[config.mk]
export PLATFORM = sky130hd
export DESIGN_NAME = fp_result_buf
export DESIGN_NICKNAME = d
export VERILOG_FILES = /design/src/rtl/fp_pkg.sv /design/src/rtl/fp_classify.sv /design/src/rtl/fp_result_buf.sv
export SDC_FILE = /design/constraint.sdc
export NUM_CORES = 1
export LEC_CHECK = 0
export ABC_AREA = 1
export BUFFER_PORTS_ARGS = -buffer_cell sky130_fd_sc_hd__buf_2
export CAP_MARGIN = 10
export CELL_PAD_IN_SITES_DETAIL_PLACEMENT = 1
export CELL_PAD_IN_SITES_GLOBAL_PLACEMENT = 1
export CORE_UTILIZATION = 48
export CTS_CLUSTER_DIAMETER = 150
export DETAILED_ROUTE_END_ITERATION = 8
export PLACE_DENSITY = 0.84
export REMOVE_ABC_BUFFERS = 1
export SLEW_MARGIN = 10
export SYNTH_ARGS = -nofsm -noshare
export SYNTH_HDL_FRONTEND = slang
export SYNTH_HIERARCHICAL = 1
export SYNTH_SLANG_ARGS = --single-unit
[constraint.sdc]
create_clock -name clk -period 1.9 [get_ports clk]
set_input_delay 0.285 -clock clk [delete_from_list [all_inputs] [get_ports clk]]
set_output_delay 0.285 -clock clk [all_outputs]
set_load 0.1 [all_outputs]
[src/rtl/fp_pkg.sv]
// Shared FP32 format constants and IEEE-754 class encoding used across FPU stages.
package fp_pkg;

  localparam int unsigned FP32_DATA_W = 32;
  localparam int unsigned FP32_EXPO_W = 8;
  localparam int unsigned FP32_MANT_W = 23;

  localparam logic [FP32_EXPO_W-1:0] EXPO_ALL_ONES = '1;

  localparam int unsigned CLS_ZERO = 0;
  localparam int unsigned CLS_SUB  = 1;
  localparam int unsigned CLS_INF  = 2;
  localparam int unsigned CLS_NAN  = 3;

  // {nan, inf, sub, zero}; at most one bit set, all clear for a normal number
  typedef logic [3:0] fp_class_t;

endpackage

[src/rtl/fp_classify.sv]
// Combinational IEEE-754 classifier: float in, one-hot-or-zero class out.
module fp_classify
  import fp_pkg::*;
#(
  parameter int unsigned DATA_W = FP32_DATA_W,
  parameter int unsigned EXPO_W = FP32_EXPO_W,
  parameter int unsigned MANT_W = FP32_MANT_W
) (
  input  logic [DATA_W-1:0] value,
  output fp_class_t         cls_c
);

  logic [EXPO_W-1:0] expo;
  logic [MANT_W-1:0] mant;
  logic              unused_sign;
  logic              expo_zero;
  logic              expo_ones;
  logic              mant_zero;

  assign expo        = value[MANT_W +: EXPO_W];
  assign mant        = value[MANT_W-1:0];
  assign unused_sign = value[DATA_W-1];

  always_comb begin
    cls_c     = '0;
    expo_zero = (expo == '0);
    expo_ones = &expo;
    mant_zero = (mant == '0);
    cls_c[CLS_ZERO] = expo_zero &  mant_zero;
    cls_c[CLS_SUB]  = expo_zero & ~mant_zero;
    cls_c[CLS_INF]  = expo_ones &  mant_zero;
    cls_c[CLS_NAN]  = expo_ones & ~mant_zero;
  end

endmodule

[src/rtl/fp_result_buf.sv]
// FWFT result FIFO behind the FP32 scaler with almost-full hint and sticky overflow.
// Optional per-entry class flags when FP_RESULT_BUF_CLASSIFY_EN is defined.
module fp_result_buf
  import fp_pkg::*;
#(
  parameter int unsigned DATA_WIDTH = 32,
  parameter int unsigned EXPO_WIDTH = 8,
  parameter int unsigned MANT_WIDTH = 23,
  parameter int unsigned DEPTH      = 4,
  parameter int unsigned AFULL_LVL  = 3
) (
  input  logic                       clk,
  input  logic                       rst_n,
  input  logic                       en,
  input  logic [DATA_WIDTH-1:0]      data_in,
  input  logic                       vld_in,
  output logic [DATA_WIDTH-1:0]      data_out,
  output logic                       vld_out,
  input  logic                       rdy_in,
  output logic                       almost_full,
  output logic [$clog2(DEPTH):0]     count,
  output logic                       ovf_err,
  input  logic                       clr_err,
  output fp_class_t                  class_out
);

  localparam int unsigned PTR_W = $clog2(DEPTH);
  localparam int unsigned CNT_W = PTR_W + 1;

  logic [DATA_WIDTH-1:0] mem [DEPTH];
  logic [PTR_W-1:0]      rd_ptr;
  logic [PTR_W-1:0]      wr_ptr;

  logic             pop_c;
  logic             push_req_c;
  logic             push_c;
  logic             ovf_set_c;
  logic [CNT_W-1:0] count_nxt_c;

  // A full FIFO still accepts a push when the head leaves on the same edge
  always_comb begin
    pop_c       = vld_out & rdy_in & en;
    push_req_c  = vld_in & en;
    push_c      = push_req_c & ((count < CNT_W'(DEPTH)) | pop_c);
    ovf_set_c   = push_req_c & ~push_c;
    count_nxt_c = count;
    if (push_c && !pop_c) begin
      count_nxt_c = count + CNT_W'(1);
    end else if (pop_c && !push_c) begin
      count_nxt_c = count - CNT_W'(1);
    end
  end

  always_ff @(posedge clk or negedge rst_n) begin
    if (!rst_n) begin
      rd_ptr      <= '0;
      wr_ptr      <= '0;
      count       <= '0;
      vld_out     <= 1'b0;
      almost_full <= 1'b0;
      ovf_err     <= 1'b0;
    end else begin
      if (push_c) wr_ptr <= wr_ptr + PTR_W'(1);
      if (pop_c)  rd_ptr <= rd_ptr + PTR_W'(1);
      count       <= count_nxt_c;
      vld_out     <= (count_nxt_c != '0);
      almost_full <= (count_nxt_c >= CNT_W'(AFULL_LVL));
      if (ovf_set_c) begin
        ovf_err <= 1'b1;
      end else if (clr_err) begin
        ovf_err <= 1'b0;
      end
    end
  end

  // Storage is cleared on reset so an empty head reads as zero
  always_ff @(posedge clk or negedge rst_n) begin
    if (!rst_n) begin
      for (int i = 0; i < int'(DEPTH); i++) mem[i] <= '0;
    end else if (push_c) begin
      mem[wr_ptr] <= data_in;
    end
  end

  assign data_out = mem[rd_ptr];

`ifdef FP_RESULT_BUF_CLASSIFY_EN
  fp_class_t cls_mem [DEPTH];
  fp_class_t cls_in_c;

  fp_classify #(
    .DATA_W (DATA_WIDTH),
    .EXPO_W (EXPO_WIDTH),
    .MANT_W (MANT_WIDTH)
  ) u_classify (
    .value (data_in),
    .cls_c (cls_in_c)
  );

  always_ff @(posedge clk or negedge rst_n) begin
    if (!rst_n) begin
      for (int i = 0; i < int'(DEPTH); i++) cls_mem[i] <= '0;
    end else if (push_c) begin
      cls_mem[wr_ptr] <= cls_in_c;
    end
  end

  assign class_out = cls_mem[rd_ptr];
`else
  localparam int unsigned unused_fmt_w = EXPO_WIDTH + MANT_WIDTH;

  assign class_out = '0;
`endif

endmodule

==> results.py <==
metrics = {
    "status": {
        "outcome": "finished, violations left",
        "violations": "negative setup slack",
    },
    "detailed_routing": {
        "finalWirelength_mm": 24.9,
        "drc": 0,
        "viasPerCell": 6.15,
        "dr.pass1.iters": 5,
        "antenna_left": 0,
        "first_iter_violations": 678,
        "vias": 5937,
        "wl_per_cell_um": 25.8,
    },
    "floorplanning": {
        "die_w_um": 118,
        "coreArea_um2": 12900,
        "die_y_um": 118,
        "initial_core_util": 0.501,
        "die-area_um2": 13900,
        "rows": 41,
        "io_pins": 80,
    },
    "timing": {
        "period_share": 1.14,
        "worst_slack_ps": -267,
        "final.min_clock_period_ps": 2170,
        "max_freq_ghz": 0.461,
        "worst_pin_slew_ps": 555,
        "slew_violations": 0,
        "setup_viol": 32,
        "whs_ps": 52.5,
        "hold_viol_final": 0,
        "rsz0062_at_grt": "yes",
        "slew_headroom": 0.630,
        "fin_skew_ps": 10.0,
    },
    "placed_design": {
        "dp_hpwl_mm": 12.0,
        "gp_congestion": 0.777,
        "io_buffers": 75,
        "placed_area_um2": 7470,
    },
    "clocking": {
        "clk_path_buf_depth": 2,
        "clkSinkCount": 138,
        "clk_pin_slew_ps": 60,
        "cts_tree": "built",
        "htreeDepth": 4,
        "clock_latency_ps": 430,
        "cts_inserted_buffers": 17,
        "cts-root-buf": "clkbuf_16",
    },
    "critical_path": {
        "worstSetupPathType": "flip-flop to output port",
        "critPathLaunch": "rd_ptr[0]$_DFFE_PN0P_",
        "cp.required_ps": 1620,
        "arrival_ps": 1880,
        "cp-end-kind": "output port",
        "worstPathMaxFanout": 22,
        "r2r_start": "vld_out$_DFF_PN0_",
        "start_kind": "flip-flop",
    },
    "global_route": {
        "grt_usage": 0.366,
        "grt_max_degree": 55,
        "grt_pass1_vias": 6592,
        "use_met2": 0.613,
        "grt_antenna_before_repair": 0,
        "met1_usage": 0.425,
        "grt_pass1_wl_mm": 38.0,
        "grt-busiest-layer": "met2",
        "grt_overflow_total": 0,
        "grtUsageMet3": 0.0901,
    },
    "yosys": {
        "ys_ff_latch": 138,
        "syn_area_um2": 6450,
        "yosys_warnings": 6,
        "synthCells": 701,
        "yosysUniqueCellTypes": 23,
        "syn_avg_cell_area_um2": 9.20,
        "yosysSeqAreaShare": 0.536,
    },
    "layout": {
        "fin_nets": 824,
        "nFillCells": 1378,
        "antenna_cells": 0,
        "layout_common_cells": "nand2_1, dfrtp_1, o21ai_1",
        "final_common_cell": "nand2_1",
        "drive_above_1_share": 0.315,
        "syn_to_final_growth_pct": 31.9,
        "fin_area_um2": 8500,
    },
    "run": {
        "drv_cap": 0,
    },
    "worst_hold_path": {
        "hold_class": "input port to flip-flop",
        "min-delay-start": "clr_err",
    },
}
## layout make-up
type                       instances  area, um^2  share of cell area
clock buffer                      18         439              0.0516
clock inverter                    14         176              0.0207
inverter                          45         179              0.0210
multi-input combinational        473        2690               0.316
sequential                       138        3460               0.406
tap                              172         215              0.0253
timing repair buffer             105        1350               0.158
## synth_stat cells (all sizes together)
master	instances	area share
ha	6	0.012
clkbuf	17	0.013
o22ai	33	0.032
nand3	5	0.0047
inv	45	0.027
buf	31	0.047
conb	1	0.00058
xor2	4	0.0054
nand2	155	0.096
nor2	70	0.041
dfrtp	138	0.54
o21ai	193	0.18
nor3	1	0.00078
nand4	2	0.0019
## per-layer routing
layer	part of all wire	routed length, um
met1	0.38	9530
met2	0.50	12300
met3	0.069	1710
met4	0.052	1290
met5	0	0
## path summary, 6_finish.rpt
check	endpoint	slack, ps	cells after the start
min	ovf_err$_DFFE_PN0P_	50	2
min in group asynchronous	mem[116]$_DFFE_PN0P_	380	2
max reg2reg	mem[90]$_DFFE_PN0P_	200	8
max in group asynchronous	mem[111]$_DFFE_PN0P_	840	3
min reg2reg	mem[61]$_DFFE_PN0P_	490	2
max	data_out[17]	-270	5
## what timing repair did
action | in CTS | in global routing
endpoints found under the hold margin | 49 | 0
resized for setup | 63 | 27
pin swaps | 12 | 10
buffers inserted | 4 | 0
hold buffers | 1 | 0
setup endpoints to repair | 32 | 32
cloned | 2 | 1
## critical path: stages (launching register included)
cell and delay (ps):
dfrtp_2 480, inv_6 90, buf_12 170, o21ai_0 350, o22ai_2 150, buf_12 200
## state kept, by name (all words and copies together), names as in the netlist
name	flops
rd_ptr	2
vld_out	1
wr_ptr	2
count	3
ovf_err	1
almost_full	1
mem	128
## through the flow
step,setup WS (ps),instances,setup TNS [ps],util
after floorplan,-1960,656,-96240,-
after global routing,-278,965,-5420,0.660
after detailed placement,58.7,925,0,0.580
after CTS,-161,964,-3560,0.655
final,-267,965,-4580,0.660
after global placement,182,925,0,0.580
## cells by family (layout without fill, tap and decap cells)
| kind of cell | after synthesis | in the layout | share of synthesized area |
|---|---|---|---|
| AND/OR/NAND/NOR | 233 | 233 | 0.145 |
| buffers and inverters | 93 | 182 | 0.0867 |
| flip-flops | 138 | 138 | 0.536 |
| adder cells (fa/ha/maj) | 6 | 6 | 0.0116 |
| AO/OA/AOI/OAI | 226 | 226 | 0.216 |
| other | 1 | 4 | 0.000582 |
| XOR/XNOR | 4 | 4 | 0.00543 |
Power is not shown: default switching activity piles up to over one toggle a cycle in this logic, so the estimate is an artifact.
